File: src/rtl/discrete_pkg.sv
// Shared constants and types for the discrete sound-circuit output path.
// Sample/gain formats and the mixer state encoding live here so every stage agrees.
package discrete_pkg;

  localparam int SAMPLE_W   = 16;
  localparam int GAIN_W     = 8;
  localparam int GAIN_FRAC  = 7;
  localparam int GAIN_UNITY = 128;

  localparam logic signed [SAMPLE_W-1:0] SAMPLE_MAX = 16'sh7FFF;
  localparam logic signed [SAMPLE_W-1:0] SAMPLE_MIN = 16'sh8000;

  typedef enum logic [1:0] {
    IDLE  = 2'd0,
    ACCUM = 2'd1,
    DONE  = 2'd2
  } MixState;

endpackage

File: src/rtl/signed_saturate.sv
// Clamps a wide signed value into the signed 16-bit audio sample range.
// Shared by the mixer and other output stages that widen before narrowing.
module signed_saturate
  import discrete_pkg::*;
#(
  parameter int IN_W = 26
) (
  input  logic signed [IN_W-1:0]     i_value,
  output logic signed [SAMPLE_W-1:0] o_value
);

  localparam logic signed [IN_W-1:0] MAX_EXT = IN_W'(SAMPLE_MAX);
  localparam logic signed [IN_W-1:0] MIN_EXT = IN_W'(SAMPLE_MIN);

  always_comb begin
    o_value = i_value[SAMPLE_W-1:0];
    if (i_value > MAX_EXT) begin
      o_value = SAMPLE_MAX;
    end else if (i_value < MIN_EXT) begin
      o_value = SAMPLE_MIN;
    end
  end

endmodule

File: src/rtl/discrete_mixer.sv
// Time-multiplexed weighted mixer: snapshots all channels on the audio strobe,
// then does one signed MAC per clock and emits a saturated 16-bit sample.
module discrete_mixer
  import discrete_pkg::*;
#(
  parameter int NUM_CHANNELS = 4,
  parameter int CLOCK_RATE   = 1000000,
  parameter int SAMPLE_RATE  = 96000
) (
  input  logic                                clk,
  input  logic                                I_RST,
  input  logic                                audio_clk_en,
  input  logic [SAMPLE_W*NUM_CHANNELS-1:0]    in,
  input  logic [GAIN_W*NUM_CHANNELS-1:0]      gain,
  output logic signed [SAMPLE_W-1:0]          out,
  output logic                                out_valid,
  output logic                                busy,
  output logic                                overrun
);

  localparam int IDX_W  = (NUM_CHANNELS > 1) ? $clog2(NUM_CHANNELS) : 1;
  localparam int PROD_W = SAMPLE_W + GAIN_W + 1;
  localparam int ACC_W  = PROD_W + $clog2(NUM_CHANNELS);
  localparam logic [IDX_W-1:0] LAST_IDX = IDX_W'(NUM_CHANNELS - 1);

  // A mix must finish (N MACs plus the DONE cycle) before the next strobe can land.
  if (NUM_CHANNELS < 1 || NUM_CHANNELS > 16 ||
      (CLOCK_RATE / SAMPLE_RATE) < (NUM_CHANNELS + 2)) begin : g_badConfig
    $error("discrete_mixer: unsupported channel count or clock/sample ratio");
  end

  MixState                    r_state;
  MixState                    w_nextState;
  logic [IDX_W-1:0]           r_idx;
  logic signed [ACC_W-1:0]    r_acc;
  logic signed [SAMPLE_W-1:0] r_snapIn   [NUM_CHANNELS];
  logic [GAIN_W-1:0]          r_snapGain [NUM_CHANNELS];
  logic signed [SAMPLE_W-1:0] r_out;
  logic                       r_outValid;
  logic                       r_overrun;

  logic signed [SAMPLE_W-1:0] w_curIn;
  logic [GAIN_W-1:0]          w_curGain;
  logic signed [PROD_W-1:0]   w_product;
  logic signed [ACC_W-1:0]    w_shifted;
  logic signed [SAMPLE_W-1:0] w_sat;
  logic                       w_capture;

  assign w_curIn   = r_snapIn[r_idx];
  assign w_curGain = r_snapGain[r_idx];
  // Gain is unsigned, so widen it with a zero sign bit before the signed multiply.
  assign w_product = w_curIn * $signed({1'b0, w_curGain});
  assign w_shifted = r_acc >>> GAIN_FRAC;
  assign w_capture = audio_clk_en && (r_state == IDLE || r_state == DONE);

  signed_saturate #(.IN_W(ACC_W)) u_saturate (
    .i_value (w_shifted),
    .o_value (w_sat)
  );

  always_comb begin
    w_nextState = r_state;
    case (r_state)
      IDLE:    if (audio_clk_en) w_nextState = ACCUM;
      ACCUM:   if (r_idx == LAST_IDX) w_nextState = DONE;
      DONE:    w_nextState = audio_clk_en ? ACCUM : IDLE;
      default: w_nextState = IDLE;
    endcase
  end

  always_ff @(posedge clk or posedge I_RST) begin
    if (I_RST) begin
      r_state    <= IDLE;
      r_idx      <= '0;
      r_acc      <= '0;
      r_out      <= '0;
      r_outValid <= 1'b0;
      r_overrun  <= 1'b0;
      for (int k = 0; k < NUM_CHANNELS; k++) begin
        r_snapIn[k]   <= '0;
        r_snapGain[k] <= '0;
      end
    end else begin
      r_state    <= w_nextState;
      r_outValid <= (r_state == DONE);
      if (r_state == ACCUM && audio_clk_en) begin
        r_overrun <= 1'b1;
      end
      if (r_state == DONE) begin
        r_out <= w_sat;
      end
      if (w_capture) begin
        r_acc <= '0;
        r_idx <= '0;
        for (int k = 0; k < NUM_CHANNELS; k++) begin
          r_snapIn[k]   <= in[k*SAMPLE_W +: SAMPLE_W];
          r_snapGain[k] <= gain[k*GAIN_W +: GAIN_W];
        end
      end else if (r_state == ACCUM) begin
        r_acc <= r_acc + ACC_W'(w_product);
        r_idx <= r_idx + IDX_W'(1);
      end
    end
  end

  assign out       = r_out;
  assign out_valid = r_outValid;
  assign busy      = (r_state != IDLE);
  assign overrun   = r_overrun;

endmodule

File: config.mk
export PLATFORM = sky130hd
export DESIGN_NAME = discrete_mixer
export DESIGN_NICKNAME = d
export VERILOG_FILES = /design/src/rtl/discrete_pkg.sv /design/src/rtl/signed_saturate.sv /design/src/rtl/discrete_mixer.sv
export SDC_FILE = /design/constraint.sdc
export NUM_CORES = 1
export LEC_CHECK = 0
export ABC_AREA = 1
export BUFFER_PORTS_ARGS = -buffer_cell sky130_fd_sc_hd__buf_2
export CAP_MARGIN = 20
export CORE_MARGIN = 5
export CORE_UTILIZATION = 36
export CTS_BUF_LIST = sky130_fd_sc_hd__clkbuf_8
export CTS_CLUSTER_SIZE = 30
export DETAILED_ROUTE_END_ITERATION = 10
export PLACE_DENSITY_LB_ADDON = 0.3
export SKIP_CTS_REPAIR_TIMING = 1
export SYNTH_ARGS = -nofsm -noshare
export SYNTH_HDL_FRONTEND = slang
export SYNTH_SLANG_ARGS = --single-unit
File: constraint.sdc
create_clock -name clk -period 7.6 [get_ports clk]
set_input_delay 0.38 -clock clk [delete_from_list [all_inputs] [get_ports clk]]
set_output_delay 0.38 -clock clk [all_outputs]
set_load 0.02 [all_outputs]
==> results of run 1 <==
-- state kept, by name (all words and copies together) (netlist names) --
signal and cells:
overrun 1, r_snapIn 64, r_state 2, out_valid 1, r_acc 27, r_idx 2, out 16, r_snapGain 32
-- kinds of logic (layout without fill, tap and decap cells) --
group	Yosys count	count (layout)	share of synthesized area (%)
simple gates	519	519	16.53
mux	89	89	8.075
fa+ha+maj	187	187	26.53
xor+xnor	4	4	0.2823
compound gates	133	133	7.642
buf+inv	348	463	11.69
flops	145	145	29.24
-- layer usage --
layer  wire length (um)  track usage [%]  up-vias  part of all wire (%)
li1                   -                -     4579                     -
met1              14670            22.60     4512                    49
met2              13480            25.45      215                    45
met3               1484            3.297       33                   4.9
met4                480            4.060        0                   1.6
met5                  0                0        -                     0
-- stage by stage --
step	area (um2)	worst slack, ns
2_1_floorplan	12410	2.302
3_3_place_gp	13340	1.098
3_5_place_dp	13340	0.9956
4_1_cts	13730	0.9564
5_1_grt	13730	0.5017
6_report	13730	0.9440
-- worst register-to-register path: stages (launching register included) --
cell,delay (ns)
sky130_fd_sc_hd__dfrtp_2,0.66
sky130_fd_sc_hd__inv_4,0.44
sky130_fd_sc_hd__nand2_1,0.11
sky130_fd_sc_hd__a32oi_2,0.61
sky130_fd_sc_hd__inv_2,0.16
sky130_fd_sc_hd__nor2_2,0.19
sky130_fd_sc_hd__inv_2,0.07
sky130_fd_sc_hd__fa_1,0.75
sky130_fd_sc_hd__fa_1,0.47
sky130_fd_sc_hd__inv_1,0.08
sky130_fd_sc_hd__fa_1,0.45
sky130_fd_sc_hd__fa_1,0.54
sky130_fd_sc_hd__inv_1,0.05
sky130_fd_sc_hd__fa_1,0.49
sky130_fd_sc_hd__inv_1,0.04
sky130_fd_sc_hd__ha_1,0.37
sky130_fd_sc_hd__nand2_1,0.10
sky130_fd_sc_hd__inv_1,0.08
sky130_fd_sc_hd__nand2_1,0.09
sky130_fd_sc_hd__nor2_1,0.20
sky130_fd_sc_hd__nand3b_1,0.19
sky130_fd_sc_hd__nand3_1,0.12
sky130_fd_sc_hd__nand2_1,0.06
sky130_fd_sc_hd__nand3_1,0.09
sky130_fd_sc_hd__o21ai_0,0.09
-- area by class of cell --
| cell class | count | area, um2 | share of cell area [%] |
|---|---|---|---|
| clock buffers | 18 | 247.7 | 1.805 |
| clock inverters | 14 | 143.9 | 1.048 |
| inverters | 307 | 1160 | 8.450 |
| multi-input cells | 932 | 7338 | 53.46 |
| flip-flops and latches | 145 | 3630 | 26.44 |
| well taps | 455 | 569.3 | 4.147 |
| repair buffers | 124 | 638.1 | 4.649 |
-- worst paths after layout --
| kind | startpoint | endpoint | slack [ns] |
|---|---|---|---|
| setup / recovery | r_idx[0] | r_acc[20] | 0.94 |
| hold / removal | I_RST | r_state[1] | 0.01 |
| setup reg to reg | r_idx[0] | r_acc[20] | 0.94 |
| hold reg to reg | overrun | overrun | 0.46 |
| max in group asynchronous | I_RST | r_idx[0] | 6.22 |
| min in group clk | gain[13] | r_snapGain[21] | 0.12 |
-- cells in the final DEF, fill, tap and decap left out, types with 3 or more instances in the layout --
cell type / count
sky130_fd_sc_hd__nor3_1: 3
sky130_fd_sc_hd__o21ai_0: 45
sky130_fd_sc_hd__fa_1: 127
sky130_fd_sc_hd__a32oi_2: 22
sky130_fd_sc_hd__inv_8: 3
sky130_fd_sc_hd__inv_6: 6
sky130_fd_sc_hd__ha_1: 60
sky130_fd_sc_hd__buf_2: 117
sky130_fd_sc_hd__nand2_1: 335
sky130_fd_sc_hd__buf_4: 7
sky130_fd_sc_hd__nand4_1: 8
sky130_fd_sc_hd__nor2_2: 5
sky130_fd_sc_hd__o21ai_1: 3
sky130_fd_sc_hd__a21oi_2: 3
sky130_fd_sc_hd__clkbuf_8: 18
sky130_fd_sc_hd__mux2_2: 89
sky130_fd_sc_hd__a21oi_1: 49
sky130_fd_sc_hd__nand3b_1: 4
sky130_fd_sc_hd__inv_2: 27
sky130_fd_sc_hd__inv_1: 279
sky130_fd_sc_hd__nand3_1: 32
sky130_fd_sc_hd__o22ai_1: 5
sky130_fd_sc_hd__dfrtp_1: 144
sky130_fd_sc_hd__nor2_1: 126
==> results by group, run 1 <==
Placed design
  • Final HPWL from detailed placement: 24.32 mm
  • Buffers on Ports: 117
  • Routability congestion estimate: 0.8776
  • Number of placed instances, taps included: 1963

Clocking
  • Buffer levels on the longest clock path: 2
  • Clock buffer count from CTS: 17
  • CTS H-tree depth: 4
  • Clock tree from TritonCTS: built
  • Clock latency on the worst-skew pair: 0.49 ns
  • Clk Tree Root Cell: sky130_fd_sc_hd__clkbuf_8
  • CTS clk-pin slew, worst paths: 0.12 ns
  • Number of clock sinks seen by CTS: 145

Timing
  • Worst clock skew on the final layout: 0.03409 ns
  • Fin crit share: 87.58%
  • Final-layout setup total negative slack: 0 ns
  • Final Slew Violations: 0
  • Relative max-transition margin: 33.53%
  • Setup Viol. Count Final: 0
  • Measured slew at the worst slew-check pin: 0.9971 ns
  • Maximum clock frequency: 0.1502 GHz
  • Final Hold Violating Endpoints: 0
  • Unrepaired setup endpoints after global routing: no
  • Post-layout min period: 6.656 ns
  • WHS: 0.01232 ns

GRT
  • Number of antenna violations at the first check in global routing: 0
  • Gr ovfl total: 0
  • Global-route wire length before repair: 49.30 mm
  • Pin count of the biggest net entering global routing: 84
  • Number of global-route vias before repair: 9651
  • Gr usage total: 16.04%

Finish
  • Final net count: 1813
  • Fin util: 40.03%
  • Layout fillers: 3448
  • Diodes inserted: 0
  • P&R area growth vs syn: 10.61%
  • Share of cells above drive strength 1: 20.00%
  • Post-Layout Cell Count: 1995

Critical path
  • Cell class contributing the biggest share of worst-path delay: adder cells
  • Delay of the slowest cell on the worst path: 0.75 ns
  • Sort of element at the end of the critical path: register
  • Number of buffers and inverters on the critical path: 7
  • Sort of element at the start of the critical path: register
  • Worst Path Class, Setup: reg -> reg
  • Required @ worst endpoint: 7.93 ns
  • Crit Path Max Fanout: 44
  • Cell-by-cell trace of the critical path: inv_4 -> nand2_1 -> a32oi_2 -> inv_2 -> nor2_2 -> inv_2 -> fa_1 -> fa_1 -> inv_1 -> fa_1 -> fa_1 -> inv_1 -> fa_1 -> inv_1 -> ha_1 -> nand2_1 -> inv_1 -> nand2_1 -> nor2_1 -> nand3b_1 -> nand3_1 -> nand2_1 -> nand3_1 -> o21ai_0
  • Crit path depth: 24
  • Worst Reg2Reg Path Length in Cells: 24
  • Worst Path Arrival: 6.99 ns
  • Cell repeated most along the worst path: sky130_fd_sc_hd__fa_1
  • Standard cell with the maximum stage delay on the critical path: sky130_fd_sc_hd__fa_1

Run
  • Max-cap violation count: 0

Synthesis
  • Count of flip-flops with a built-in enable after synthesis: 0
  • Post-synth top flop: sky130_fd_sc_hd__dfrtp_1
  • Sequential-to-total area share from yosys stat: 29.24%
  • Post-Synthesis Net Count: 1711
  • Top post-synthesis cells by count: sky130_fd_sc_hd__nand2_1 (336), sky130_fd_sc_hd__inv_1 (279), sky130_fd_sc_hd__dfrtp_1 (145)
  • Fraction of registers with async set/reset: 100.0%
  • Seq cells post-synth: 145
  • Leading cell type by number of instances after synthesis: sky130_fd_sc_hd__nand2_1
  • Area leader, netlist: sky130_fd_sc_hd__dfrtp_1
  • Count of mapped cells out of synthesis: 1425
  • Count of warnings emitted by yosys: 0
  • Average cell area after synthesis: 8.709 um2
  • Synth unique cells: 33
  • Fraction of synthesized cell area taken by the top area cell type: 29.24%
  • Top cells by area in the synthesized netlist: sky130_fd_sc_hd__dfrtp_1 (29%), sky130_fd_sc_hd__fa_1 (20%), sky130_fd_sc_hd__nand2_1 (10%)
  • Post-synthesis instance area: 12410 um2

Status
  • Result of the run: complete, no violations

Floorplanning
  • Die X-Extent: 195.7 um
  • Starting utilization of the core area: 36.20%
  • Die Y-Extent: 195.7 um
  • Site Rows: 68
  • Number of placed I/O pins: 118
  • Core outline area: 34290 um2
  • Die area: 38290 um2

Detailed routing
  • Router iterations before antenna repair: 5
  • Total via count after detailed routing: 9339
  • Count of nets left with antenna violations after detail routing: 0
  • Drt wl/cell: 15.10 um
  • Via count normalized by instance count: 4.681
  • Detailed router's first-iteration violation count: 474
  • Total length of routed wires: 30.12 mm
  • DRC violations left: 0

Min path
  • Type of the most critical hold path: in -> async
Power of run 1 is not shown: default switching activity piles up to over one toggle a cycle in this logic, so the estimate is an artifact.
==> run 2, diff against run 1 <==
--- a/config.mk
+++ b/config.mk
@@ -5,11 +5,10 @@
 export SDC_FILE = /design/constraint.sdc
 export NUM_CORES = 1
 export LEC_CHECK = 0
-export ABC_AREA = 1
 export BUFFER_PORTS_ARGS = -buffer_cell sky130_fd_sc_hd__buf_2
 export CAP_MARGIN = 20
 export CORE_MARGIN = 5
-export CORE_UTILIZATION = 36
+export CORE_UTILIZATION = 25
 export CTS_BUF_LIST = sky130_fd_sc_hd__clkbuf_8
 export CTS_CLUSTER_SIZE = 30
 export DETAILED_ROUTE_END_ITERATION = 10
==> results by group, run 2 <==
Status
  • Result of the run: complete, no violations

Clocking
  • Clock latency on the worst-skew pair: 0.50 ns
  • CTS H-tree depth: 4
  • Clock tree from TritonCTS: built
  • Clk Tree Root Cell: sky130_fd_sc_hd__clkbuf_8
  • Buffer levels on the longest clock path: 2
  • Number of clock sinks seen by CTS: 145
  • Clock buffer count from CTS: 17
  • CTS clk-pin slew, worst paths: 0.10 ns

Synthesis
  • Sequential-to-total area share from yosys stat: 31.37%
  • Fraction of synthesized cell area taken by the top area cell type: 31.37%
  • Count of flip-flops with a built-in enable after synthesis: 0
  • Area leader, netlist: sky130_fd_sc_hd__dfrtp_1
  • Leading cell type by number of instances after synthesis: sky130_fd_sc_hd__nand2_1
  • Synth unique cells: 46
  • Average cell area after synthesis: 9.165 um2
  • Post-synthesis instance area: 11570 um2
  • Top post-synthesis cells by count: sky130_fd_sc_hd__nand2_1 (411), sky130_fd_sc_hd__inv_1 (179), sky130_fd_sc_hd__dfrtp_1 (145)
  • Count of warnings emitted by yosys: 0
  • Seq cells post-synth: 145
  • Count of mapped cells out of synthesis: 1262
  • Post-synth top flop: sky130_fd_sc_hd__dfrtp_1
  • Post-Synthesis Net Count: 1548
  • Fraction of registers with async set/reset: 100.0%
  • Top cells by area in the synthesized netlist: sky130_fd_sc_hd__dfrtp_1 (31%), sky130_fd_sc_hd__fa_1 (22%), sky130_fd_sc_hd__nand2_1 (13%)

Detailed routing
  • Via count normalized by instance count: 4.203
  • Total length of routed wires: 27.59 mm
  • Total via count after detailed routing: 8276
  • Detailed router's first-iteration violation count: 257
  • DRC violations left: 0
  • Drt wl/cell: 14.01 um
  • Count of nets left with antenna violations after detail routing: 0
  • Router iterations before antenna repair: 4

Critical path
  • Crit Path Max Fanout: 21
  • Cell class contributing the biggest share of worst-path delay: adder cells
  • Worst Path Class, Setup: reg -> reg
  • Cell repeated most along the worst path: sky130_fd_sc_hd__fa_1
  • Required @ worst endpoint: 8.02 ns
  • Delay of the slowest cell on the worst path: 0.68 ns
  • Sort of element at the end of the critical path: register
  • Sort of element at the start of the critical path: register
  • Cell-by-cell trace of the critical path: buf_12 -> mux4_2 -> and2_1 -> fa_1 -> fa_1 -> inv_1 -> fa_1 -> inv_1 -> fa_1 -> inv_1 -> fa_1 -> inv_1 -> ha_1 -> or2_2 -> nand4_2 -> a2111oi_4 -> nor3b_2 -> o31a_1 -> or4_1 -> nand3_1
  • Number of buffers and inverters on the critical path: 5
  • Standard cell with the maximum stage delay on the critical path: sky130_fd_sc_hd__mux4_2
  • Worst Path Arrival: 6.93 ns

Finish
  • Biggest regs: r_snapIn x64, r_snapGain x32, r_acc x27
  • Diodes inserted: 0
  • Fin util: 29.05%
  • FF+latch area: 3630 um2
  • Number of flip-flops under the largest register name: 64
  • Most frequent cells in the layout: sky130_fd_sc_hd__nand2_1 (411), sky130_fd_sc_hd__inv_1 (179), sky130_fd_sc_hd__dfrtp_1 (144)
  • Most common cell after layout, fill and taps aside: sky130_fd_sc_hd__nand2_1
  • Share of cells above drive strength 1: 14.02%
  • P&R area growth vs syn: 14.48%
  • Register with the most flip-flops: r_snapIn
  • Layout fillers: 4814
  • Final net count: 1642
  • Multi-input combinational cell area: 7087 um2

Run
  • Max-cap violation count: 0

Floorplanning
  • Die Y-Extent: 225.1 um
  • Starting utilization of the core area: 25.38%
  • Die area: 50670 um2
  • Site Rows: 78
  • Core outline area: 45580 um2
  • Number of placed I/O pins: 118
  • Die X-Extent: 225.1 um

Timing
  • Setup WS post-layout: 1.083 ns
  • Worst clock skew on the final layout: 0.03393 ns
  • Maximum clock frequency: 0.1534 GHz
  • WHS: 0.08197 ns
  • Final Hold Violating Endpoints: 0
  • Relative max-transition margin: 33.51%
  • Measured slew at the worst slew-check pin: 0.9974 ns
  • Post-layout min period: 6.517 ns
  • Final Slew Violations: 0
  • Fin crit share: 85.75%
  • Final-layout setup total negative slack: 0 ns
  • Unrepaired setup endpoints after global routing: no
  • Setup Viol. Count Final: 0

Placed design
  • Final HPWL from detailed placement: 22.24 mm
  • Buffers on Ports: 117
  • Worst slack at placement: 1.062 ns
  • Routability congestion estimate: 0.8124

GRT
  • Pin count of the biggest net entering global routing: 98
  • Number of global-route vias before repair: 9074
  • Global-route wire length before repair: 47.86 mm
  • Number of antenna violations at the first check in global routing: 0
  • Gr ovfl total: 0
  • Gr usage total: 11.58%

Min path
  • Type of the most critical hold path: in -> reg
## run 2: kinds of logic after synthesis
group,synth area share [%]
and+or+nand+nor,19.87
AOI/OAI and AO/OA,6.112
muxes,4.771
buffers and inverters,7.508
adders and majority gates,28.47
DFF,31.37
xor gates and xnor gates,1.893
## run 2: worst paths after layout
check | to | slack (ns) | cells past startpoint | startpoint
max | r_acc[26] | 1.08 | 20 | r_idx[0]
min in group asynchronous | r_snapIn[15] | 0.52 | 3 | I_RST
min | r_snapIn[15] | 0.08 | 3 | in[63]
min reg2reg | overrun | 0.46 | 1 | overrun
max in group asynchronous | r_acc[5] | 5.63 | 4 | I_RST
max reg2reg | r_acc[26] | 1.08 | 20 | r_idx[0]
## run 2: area by class of cell
class | instances | share of cell area [%]
sequential | 145 | 27.41
inverter | 179 | 5.112
multi-input combinational | 888 | 53.52
clock buffer | 19 | 1.975
tap | 600 | 5.669
clock inverter | 13 | 1.323
timing repair buffer | 125 | 4.989
## run 2: worst min-delay path, delay by kind of cell
kind | cells | cell delay [ns]
buffers and inverters | 1 | 0.08
AND/OR/NAND/NOR | 2 | 0.08
## run 2: per-layer routing
layer / part of all wire [%] / wire, um / global-route usage (%) / up-vias
li1: - / - / - / 4105
met5: 0 / 0 / 0 / -
met3: 2.9 / 800 / 2.045 / 22
met1: 52 / 14280 / 17.05 / 4012
met4: 1.3 / 349 / 2.889 / 0
met2: 44 / 12150 / 17.73 / 137
## run 2: metrics by stage
| step | area [um2] | std cells |
|---|---|---|
| 2_1_floorplan | 11570 | 1262 |
| 4_1_cts | 13230 | 1968 |
| 3_5_place_dp | 12790 | 1936 |
| 6_report | 13240 | 1969 |
| 5_1_grt | 13240 | 1969 |
| 3_3_place_gp | 12790 | 1936 |
Power of run 2 is left out for the same reason.
==> run 3, diff against run 2 <==
--- a/config.mk
+++ b/config.mk
@@ -17,3 +17,4 @@
 export SYNTH_ARGS = -nofsm -noshare
 export SYNTH_HDL_FRONTEND = slang
 export SYNTH_SLANG_ARGS = --single-unit
+export TNS_END_PERCENT = 10
==> constraint.sdc (replaced) <==
create_clock -name clk -period 6.95 [get_ports clk]
set_input_delay 0.3475 -clock clk [delete_from_list [all_inputs] [get_ports clk]]
set_output_delay 0.3475 -clock clk [all_outputs]
set_load 0.02 [all_outputs]
==> results by group, run 3 (synthesized netlist as in run 2, its figures left out) <==
Critical path
  • Worst Path Class, Setup: reg -> reg
  • Cell-by-cell trace of the critical path: buf_12 -> mux4_2 -> and2_1 -> fa_1 -> fa_1 -> inv_1 -> fa_1 -> inv_1 -> fa_1 -> inv_1 -> fa_1 -> inv_1 -> ha_1 -> or2_2 -> nand4_2 -> a2111oi_4 -> nor3b_2 -> o31a_1 -> or4_1 -> nand3_1
  • Worst Path Arrival: 6.80 ns
  • Cell repeated most along the worst path: sky130_fd_sc_hd__fa_1
  • Worst Reg2Reg Path Length in Cells: 20
  • Sort of element at the end of the critical path: register
  • Number of buffers and inverters on the critical path: 5
  • Required @ worst endpoint: 7.37 ns
  • Crit Path Max Fanout: 16
  • Setup slack on the worst flop-to-flop path: 0.57 ns
  • Delay of the slowest cell on the worst path: 0.67 ns
  • Cell class contributing the biggest share of worst-path delay: adder cells
  • Sort of element at the start of the critical path: register
  • End of the worst register-to-register path: r_acc[26]
  • Launching point of the worst reg2reg path: r_idx[0]
  • Standard cell with the maximum stage delay on the critical path: sky130_fd_sc_hd__mux4_2

Detailed routing
  • DRC violations left: 0
  • Count of nets left with antenna violations after detail routing: 0
  • Total length of routed wires: 28.46 mm
  • Total via count after detailed routing: 8387
  • Drt wl/cell: 14.40 um
  • Via count normalized by instance count: 4.244
  • Detailed router's first-iteration violation count: 355
  • Router iterations before antenna repair: 5

GRT
  • Highest-utilization routing layer at the global route stage: met2
  • Met3 usage: 1.876%
  • Number of global-route vias before repair: 8940
  • Number of antenna violations at the first check in global routing: 0
  • Global-route wire length before repair: 48.24 mm
  • Global Route met1 Usage: 17.70%
  • Pin count of the biggest net entering global routing: 99
  • Met2 capacity usage during global routing: 17.92%
  • Gr ovfl total: 0
  • Gr usage total: 11.74%

Floorplanning
  • Die X-Extent: 225.1 um
  • Site Rows: 78
  • Die Y-Extent: 225.1 um
  • Core outline area: 45580 um2
  • Die area: 50670 um2
  • Starting utilization of the core area: 25.38%
  • Number of placed I/O pins: 118

Timing
  • Final Slew Violations: 0
  • Maximum clock frequency: 0.1566 GHz
  • Final-layout setup total negative slack: 0 ns
  • Unrepaired setup endpoints after global routing: no
  • Measured slew at the worst slew-check pin: 1.083 ns
  • Worst clock skew on the final layout: 0.02168 ns
  • Final Hold Violating Endpoints: 24
  • Relative max-transition margin: 27.78%
  • Setup Viol. Count Final: 0
  • Post-layout min period: 6.384 ns
  • Fin crit share: 91.86%
  • WHS: -0.05182 ns

Finish
  • Final net count: 1649
  • Register with the most flip-flops: r_snapIn
  • Share of cells above drive strength 1: 14.61%
  • Post-Layout Cell Count: 1976
  • Most common cell after layout, fill and taps aside: sky130_fd_sc_hd__nand2_1
  • Diodes inserted: 0
  • P&R area growth vs syn: 14.79%
  • Number of flip-flops under the largest register name: 64
  • Layout fillers: 4822
  • Most frequent cells in the layout: sky130_fd_sc_hd__nand2_1 (411), sky130_fd_sc_hd__inv_1 (178), sky130_fd_sc_hd__dfrtp_1 (144)
  • Biggest regs: r_snapIn x64, r_snapGain x32, r_acc x27

Placed design
  • Final HPWL from detailed placement: 22.94 mm
  • Number of placed instances, taps included: 1944
  • Buffers on Ports: 117
  • Routability congestion estimate: 0.8347

Clocking
  • Clk Tree Root Cell: sky130_fd_sc_hd__clkbuf_8
  • Clock latency on the worst-skew pair: 0.48 ns
  • Number of clock sinks seen by CTS: 145
  • CTS H-tree depth: 4
  • CTS clk-pin slew, worst paths: 0.10 ns
  • Clock buffer count from CTS: 17
  • Buffer levels on the longest clock path: 2
  • Clock tree from TritonCTS: built

Status
  • Result of the run: complete, but fails checks
  • Failing checks: hold timing

Run
  • Max-cap violation count: 0

Min path
  • Type of the most critical hold path: in -> async
[run 3: stage by stage]
step	instance area (um2)	setup WS, ns	util (%)
2_1_floorplan	11570	0.3834	-
3_3_place_gp	12870	0.5911	28.23
3_5_place_dp	12870	0.5776	28.23
4_1_cts	13280	0.5517	29.13
5_1_grt	13280	0.2395	29.13
6_report	13280	0.5655	29.13
[run 3: worst max path at each step]
stage,from,end,cells past startpoint
finish,r_idx[0],r_acc[26],20
global route,r_idx[0],r_acc[26],18
CTS,r_idx[0],r_acc[26],20
detailed placement,r_idx[0],r_acc[26],20
global placement,r_idx[0],r_acc[26],20
floorplan,r_idx[0],r_acc[26],23
[run 3: area by class of cell]
class / count / area [um2] / share of cell area [%]
clock inverter: 14 / 161.4 / 1.216
inverter: 179 / 676.9 / 5.098
sequential: 145 / 3630 / 27.34
clock buffer: 18 / 247.7 / 1.866
timing repair buffer: 132 / 723.2 / 5.447
multi-input combinational: 888 / 7087 / 53.38
tap: 600 / 750.7 / 5.655
[run 3: layer usage]
metal	vias to the layer above	part of all wire, %
met4	0	0.86
met5	-	0
li1	4116	-
met3	13	3.3
met1	4113	52
met2	145	44
Power of run 3 is left out for the same reason.
